[src/rtl/baggage_pkg.sv]
// Shared types and constants for the baggage-drop sensor front-end.
// Scanner FSM states and the published sensor byte format.
package baggage_pkg;

    typedef enum logic [2:0] {
        IDLE,
        REQ,
        WAIT_ACK,
        WAIT_REL,
        COMMIT
    } state_e;

    localparam int NUM_SENSORS = 4;
    localparam int SENSOR_W    = 8;

    localparam logic [SENSOR_W-1:0] FAULT_VALUE = 8'd0;

endpackage

[src/rtl/sensor_handshake.sv]
// Single-sensor four-phase req/ack engine with a per-edge timeout.
// done is a combinational pulse in the release cycle; start may chain.
module sensor_handshake
    import baggage_pkg::*;
#(
    parameter int TIMEOUT = 16
) (
    input  logic                clk,
    input  logic                rst_n,
    input  logic                start,
    input  logic [1:0]          sel,
    input  logic                sen_ack,
    input  logic [SENSOR_W-1:0] sen_data,
    output logic                sen_req,
    output logic [1:0]          sen_sel,
    output logic                done,
    output logic [SENSOR_W-1:0] data,
    output logic                timed_out
);

    localparam int TW = $clog2(TIMEOUT);
    localparam logic [TW-1:0] TO_LAST = TW'(TIMEOUT - 1);

    state_e              r_state;
    logic [TW-1:0]       r_tmo;
    logic [SENSOR_W-1:0] r_data;
    logic                r_to;
    logic                w_to_hit;

    assign w_to_hit = (r_tmo == TO_LAST);
    assign done     = (r_state == WAIT_REL) && (!sen_ack || w_to_hit);
    // Finishing release with ack still high can only mean a release timeout.
    assign timed_out = r_to || sen_ack;
    assign data      = timed_out ? FAULT_VALUE : r_data;

    always_ff @(posedge clk or negedge rst_n) begin
        if (!rst_n) begin
            r_state <= IDLE;
            sen_req <= 1'b0;
            sen_sel <= 2'd0;
            r_tmo   <= '0;
            r_data  <= FAULT_VALUE;
            r_to    <= 1'b0;
        end else begin
            unique case (r_state)
                IDLE: begin
                    if (start) begin
                        sen_sel <= sel;
                        r_tmo   <= '0;
                        r_state <= REQ;
                    end
                end
                REQ: begin
                    sen_req <= 1'b1;
                    r_tmo   <= '0;
                    r_to    <= 1'b0;
                    r_data  <= FAULT_VALUE;
                    r_state <= WAIT_ACK;
                end
                WAIT_ACK: begin
                    if (sen_ack) begin
                        r_data  <= sen_data;
                        sen_req <= 1'b0;
                        r_tmo   <= '0;
                        r_state <= WAIT_REL;
                    end else if (w_to_hit) begin
                        r_to    <= 1'b1;
                        r_data  <= FAULT_VALUE;
                        sen_req <= 1'b0;
                        r_tmo   <= '0;
                        r_state <= WAIT_REL;
                    end else begin
                        r_tmo <= r_tmo + 1'b1;
                    end
                end
                WAIT_REL: begin
                    if (done) begin
                        r_tmo <= '0;
                        if (start) begin
                            sen_sel <= sel;
                            r_state <= REQ;
                        end else begin
                            r_state <= IDLE;
                        end
                    end else begin
                        r_tmo <= r_tmo + 1'b1;
                    end
                end
                default: r_state <= IDLE;
            endcase
        end
    end

endmodule

[src/rtl/sensor_scanner.sv]
// Periodic scanner over four height sensors; publishes all readings
// atomically and holds them while a drop decision is in progress.
module sensor_scanner
    import baggage_pkg::*;
#(
    parameter int SCAN_PERIOD = 1000,
    parameter int TIMEOUT     = 16
) (
    input  logic                   clk,
    input  logic                   rst_n,
    output logic                   sen_req,
    output logic [1:0]             sen_sel,
    input  logic                   sen_ack,
    input  logic [SENSOR_W-1:0]    sen_data,
    input  logic                   drop_en,
    output logic [SENSOR_W-1:0]    sensor1,
    output logic [SENSOR_W-1:0]    sensor2,
    output logic [SENSOR_W-1:0]    sensor3,
    output logic [SENSOR_W-1:0]    sensor4,
    output logic [NUM_SENSORS-1:0] fault,
    output logic                   valid,
    output logic                   busy
);

    localparam int PW = $clog2(SCAN_PERIOD + 1);
    localparam logic [PW-1:0] P_MAX = PW'(SCAN_PERIOD);

    state_e                 r_state;
    logic [1:0]             r_idx;
    logic [PW-1:0]          r_period;
    logic [SENSOR_W-1:0]    r_shadow [NUM_SENSORS];
    logic [NUM_SENSORS-1:0] r_flt;

    logic [PW-1:0]          w_period_nxt;
    logic                   w_expired;
    logic                   w_start;
    logic [1:0]             w_sel;
    logic                   w_done;
    logic [SENSOR_W-1:0]    w_data;
    logic                   w_timed_out;

    assign w_period_nxt = (r_period == P_MAX) ? r_period : r_period + 1'b1;
    assign w_expired    = (w_period_nxt == P_MAX);
    assign w_start      = ((r_state == IDLE) && w_expired)
                        || (w_done && (r_idx != 2'd3));
    assign w_sel        = (r_state == IDLE) ? 2'd0 : r_idx + 2'd1;

    sensor_handshake #(
        .TIMEOUT(TIMEOUT)
    ) u_hs (
        .clk      (clk),
        .rst_n    (rst_n),
        .start    (w_start),
        .sel      (w_sel),
        .sen_ack  (sen_ack),
        .sen_data (sen_data),
        .sen_req  (sen_req),
        .sen_sel  (sen_sel),
        .done     (w_done),
        .data     (w_data),
        .timed_out(w_timed_out)
    );

    // REQ here spans the whole handshake sequence run by u_hs over r_idx.
    always_ff @(posedge clk or negedge rst_n) begin
        if (!rst_n) begin
            r_state  <= IDLE;
            r_idx    <= 2'd0;
            r_period <= P_MAX;
            r_shadow <= '{default: FAULT_VALUE};
            r_flt    <= '0;
            sensor1  <= '0;
            sensor2  <= '0;
            sensor3  <= '0;
            sensor4  <= '0;
            fault    <= '0;
            valid    <= 1'b0;
            busy     <= 1'b0;
        end else begin
            valid <= 1'b0;
            unique case (r_state)
                IDLE: begin
                    r_period <= w_period_nxt;
                    if (w_expired) begin
                        r_idx   <= 2'd0;
                        busy    <= 1'b1;
                        r_state <= REQ;
                    end
                end
                REQ: begin
                    if (w_done) begin
                        r_shadow[r_idx] <= w_data;
                        r_flt[r_idx]    <= w_timed_out;
                        if (r_idx == 2'd3) begin
                            r_state <= COMMIT;
                        end else begin
                            r_idx <= r_idx + 2'd1;
                        end
                    end
                end
                COMMIT: begin
                    if (!drop_en) begin
                        sensor1  <= r_shadow[0];
                        sensor2  <= r_shadow[1];
                        sensor3  <= r_shadow[2];
                        sensor4  <= r_shadow[3];
                        fault    <= r_flt;
                        valid    <= 1'b1;
                        busy     <= 1'b0;
                        r_period <= '0;
                        r_state  <= IDLE;
                    end
                end
                default: r_state <= IDLE;
            endcase
        end
    end

endmodule

[config.mk]
export PLATFORM = sky130hd
export DESIGN_NAME = sensor_scanner
export DESIGN_NICKNAME = d
export VERILOG_FILES = /design/src/rtl/baggage_pkg.sv /design/src/rtl/sensor_handshake.sv /design/src/rtl/sensor_scanner.sv
export SDC_FILE = /design/constraint.sdc
export NUM_CORES = 1
export LEC_CHECK = 0
export ABC_AREA = 1
export BUFFER_PORTS_ARGS = -buffer_cell sky130_fd_sc_hd__buf_2
export CORE_MARGIN = 2
export CORE_UTILIZATION = 46
export CTS_BUF_LIST = sky130_fd_sc_hd__clkbuf_2
export CTS_CLUSTER_DIAMETER = 100
export DETAILED_ROUTE_END_ITERATION = 8
export GPL_ROUTABILITY_DRIVEN = 0
export PLACE_DENSITY = 0.65
export SETUP_SLACK_MARGIN = 0.3
export SLEW_MARGIN = 40
export SYNTH_ARGS = -nofsm -noshare
export SYNTH_HDL_FRONTEND = slang
export SYNTH_SLANG_ARGS = --single-unit
[constraint.sdc]
create_clock -name clk -period 4.2 [get_ports clk]
set_input_delay 0.84 -clock clk [delete_from_list [all_inputs] [get_ports clk]]
set_output_delay 0.84 -clock clk [all_outputs]
set_load 0.1 [all_outputs]
# Word-level counts from Yosys, hierarchy flattened
# Index checks and enable logic that the tools add are counted.
dict set report totals {
  word_cells 125
  output_inout_bits 41
  inputBits 12
  reg_bits 108
}
dict set report classes {
  magnitude_cmp 4
  bitwise 2
  muxes 48
  n_addsub 3
  reduce_logical 27
  n_eq_ne 20
}
# op n
set op_table {}
lappend op_table {{$bwmux W32} 1}
lappend op_table {{$mux W8} 4}
lappend op_table {{$mux W3} 8}
lappend op_table {{$eq A10 B10 Y1 const B} 2}
lappend op_table {{$mux W10} 2}
lappend op_table {{$pmux W10 S2} 1}
lappend op_table {{$demux W8 S2} 1}
lappend op_table {{$mux W4} 4}
lappend op_table {{$ne A2 B2 Y1 const B} 8}
lappend op_table {{$pmux W4 S4} 1}
lappend op_table {{$pmux W8 S2} 1}
lappend op_table {{$mux W2} 6}
lappend op_table {{$pmux W3 S4} 1}
lappend op_table {{$reduce_and A2 Y1} 6}
lappend op_table {{$add A10 B1 Y10 const B} 1}
lappend op_table {{$mux W1} 10}
lappend op_table {{$pmux W3 S3} 1}
lappend op_table {{$reduce_and A3 Y1} 3}
lappend op_table {{$pmux W2 S2} 2}
lappend op_table {{$reduce_and A4 Y1} 2}
lappend op_table {{$reduce_bool A2 Y1} 4}
lappend op_table {{$eq A3 B1 Y1 const B} 2}
lappend op_table {{$eq A3 B2 Y1 const B} 2}
lappend op_table {{$logic_not A3 Y1} 2}
lappend op_table {{20 further kinds} 29}

# Longest topological paths before layout
dict set report depth {
  depth_word 8
  mapped_depth 14
}

# Hierarchy
# A second synthesis with hierarchy kept.
dict set report hier_totals {
  cells_unflattened 542
  area_unflattened_um2 4708.3
}
# mod n_inst seq_area_each_um2 cells_per_inst area_each_um2
set modules_own_cells {}
lappend modules_own_cells {sensor_scanner 1 2209.6 419 3687.3}
lappend modules_own_cells {sensor_handshake 1 450.4 123 1021.0}

# Least setup slack after synthesis
# Ideal clock, no wire load.
dict set report synth_path {
  path_type {reg2out}
  from {reg busy}
  to {out busy}
  t_arrival_ns 0.898
  path_stages_with_launch 1
  n_path_buf 0
  setup_slack_ns 2.462
  path_cell_list {dfrtp_1}
}
# item line
set synth_lines {}
lappend synth_lines {{start, declared} sensor_scanner.sv:22} ;# output logic busy
lappend synth_lines {{start signal, assigned} sensor_scanner.sv:78} ;# busy <= 1'b0;
lappend synth_lines {{start signal, assigned} sensor_scanner.sv:86} ;# busy <= 1'b1;
lappend synth_lines {{start signal, assigned} sensor_scanner.sv:109} ;# busy <= 1'b0;
# No word-level cell between the ends.

# Worst setup path after layout
dict set report layout_path {
  from {reg fault[3]}
  to {out fault[3]}
}
# item line
set layout_lines {}
lappend layout_lines {{start, declared} sensor_scanner.sv:20} ;# output logic [NUM_SENSORS-1:0] fault,
lappend layout_lines {{start signal, assigned} sensor_scanner.sv:107} ;# fault <= r_flt;
# No word-level cell between the ends.

==> results.cfg <==
[detailed_routing]
post_drt_wl_per_cell_um = 12.77
drt_first_pass_iters = 4
dr.first_iter.drc_count = 160
vias = 3480
drc = 0
ant_nets = 0
drt_wl_total_um = 9284
routed_via_density = 4.787

[synthesis]
synth_top_cell_by_area = dfrtp_1
async_flop_share = 1.000
yosysWarnings = 0
ys_ff_latch = 106
synth_flop_cell = dfrtp_1
ys_seq_area_frac = 0.5592
syn_nets = 556
synth_top_area_frac = 0.5260
synthTopCellsByArea = dfrtp_1 (53%), nand2_1 (10%), o21ai_0 (9.2%), inv_1 (6.5%), dfstp_2 (3.3%)
synthesis.instances = 534
synth_cell_types = 28
synth.avg_cell_area_um2 = 8.908
synth-edff-count = 0
netlist_area_um2 = 4757

[floorplanning]
core_um2 = 10180
placementRows = 37
die-area_um2 = 11170
io-pin-count = 53
fp.dieH_um = 105.7
start_util = 0.4671
die_w_um = 105.7

[run]
maxCapViolations = 0

[setup_path]
cp.buffers_inverters = 1
worstSetupPathType = register to primary output
cp_slowest_cell = dfrtp_1
start_kind = register
cp_top_family = flip-flops
cp_data_required_time_ns = 3.36
endpoint_kind = primary output
slowest_delay_ns = 0.44
path_max_fanout = 2
path_cells = buf_2
arrival_ns = 1.45

[timing]
rsz0062_at_grt = no
worst_pin_slew_ns = 0.6675
drv_slew = 0
slew_headroom = 0.5550
final-hold-violation-count = 0
min_period_ns = 2.287
finalSetupViolCount = 0
fin_setup_tns_ns = 0
worst_slack_ns = 1.913
post-route-period-util = 0.5444
timing.fmax_mhz = 437.3
clock_skew_ns = 0.04048

[hold_path]
hp-class = primary input to async pin

[clock_network]
cts-root-buf = clkbuf_2
cts_max_level = 3
cts_tree = done
cts_setup_buffers = 0
clockBufferDepth = 2
hold_buffers = 0
insertion_delay_ns = 0.57
path_clk_slew_ns = 0.32
cts-resized-gates = 0
cts_num_sinks = 106
numCtsBuffers = 9

[finish]
fin_nets = 608
diodes = 0
layout_commonest_cell = nand2_1
drive_gt1_frac = 0.1929
area_growth_pct = 10.26
final_cell_mix = nand2_1 (129), dfrtp_1 (100), o21ai_0 (87)
final_cell_area_um2 = 5245

[grt]
antenna_found_initial = 0
grt_pass1_wl_um = 16150
grt_pass1_vias = 3423
overflow = 0
grt_start_max_net_pins = 88
grt.total_usage = 0.1806

[placement]
port_buffers = 52
placed_cell_area_um2 = 5136
place_hpwl_um = 6619
pre_cts_ws_ns = 2.028

[run_status]
status = completed

[power]
ir_drop_mv = 0.2065
power_density_nw_per_um2 = 416.0
leakagePower_nw = 2.666
-- state kept, by name (all words and copies together), names as in the netlist, 2 cells and up --
name,flops
r_state,2
sensor4,8
u_hs.sen_sel,2
sensor2,8
fault,4
r_period,10
sensor1,8
u_hs.r_data,8
r_idx,2
sensor3,8
u_hs.r_state,2
r_flt,4
u_hs.r_tmo,4
r_shadow,32
-- synth_stat cells, types with 2 or more instances --
library cell  number
a21oi_1            2
buf_6              4
clkbuf_1           9
dfrtp_1          100
dfstp_2            6
ha_1              10
inv_1             82
inv_2              4
nand2_1          129
nand2_2            7
nand3_1           23
nand3_2            6
nand4_1            2
nor2_1            24
nor2_2             7
nor2_4             3
nor2_8             4
o21ai_0           87
o21ai_1           10
o221ai_1           2
o22ai_1            3
or2_2              2
xor2_1             3
-- through the flow --
step | hold slack (ns) | power (W) | instances | util
floorplan | 0.4694 | 0.001622 | 534 | -
global placement | 0.4621 | 0.001745 | 711 | 0.5036
detailed placement | 0.4687 | 0.001762 | 711 | 0.5043
CTS | 0.2410 | 0.002216 | 727 | 0.5147
global route | 0.1941 | 0.002328 | 727 | 0.5150
finish | 0.2482 | 0.002182 | 727 | 0.5150
-- cell families after synthesis --
kind of cell	synth area share
AOI/OAI and AO/OA	0.1134
xor gates and xnor gates	0.005524
adders and majority gates	0.02630
buffers and inverters	0.08680
DFF	0.5592
and+or+nand+nor	0.2088
-- power breakdown --
part | internal, W | switching (W)
registers | 0.00111 | 0.0000373
logic | 0.000127 | 0.000465
clock network | 0.0000956 | 0.000347
-- path summary, 6_finish.rpt --
kind / from / end / slack [ns] / depth (start not counted)
max reg2reg: r_period[0] / u_hs.sen_sel[0] / 2.20 / 13
min reg2reg: sensor4[1] / sensor4[1] / 0.52 / 2
max in group asynchronous: rst_n / r_state[0] / 3.29 / 2
max: fault[3] / fault[3] / 1.91 / 1
min: rst_n / sensor1[6] / 0.25 / 1
min in group clk: drop_en / valid / 0.47 / 2
-- per-layer routing --
metal	share of wire	up-vias	track usage	routed length [µm]
li1	-	1775	-	-
met5	0	-	0	0
met4	0	0	0.03947	0
met3	0.032	0	0.04082	298
met1	0.47	1643	0.2453	4340
met2	0.50	62	0.2977	4646
-- cell type report --
class | instances | area [µm²]
clock buffers | 10 | 50.05
well taps | 136 | 170.2
clock inverters | 6 | 56.30
multi-input cells | 327 | 1688
fillers | 998 | 4940
flip-flops and latches | 106 | 2660
inverters | 87 | 329.1
repair buffers | 55 | 291.5
Note: power is estimated with default switching activity, not from simulation.
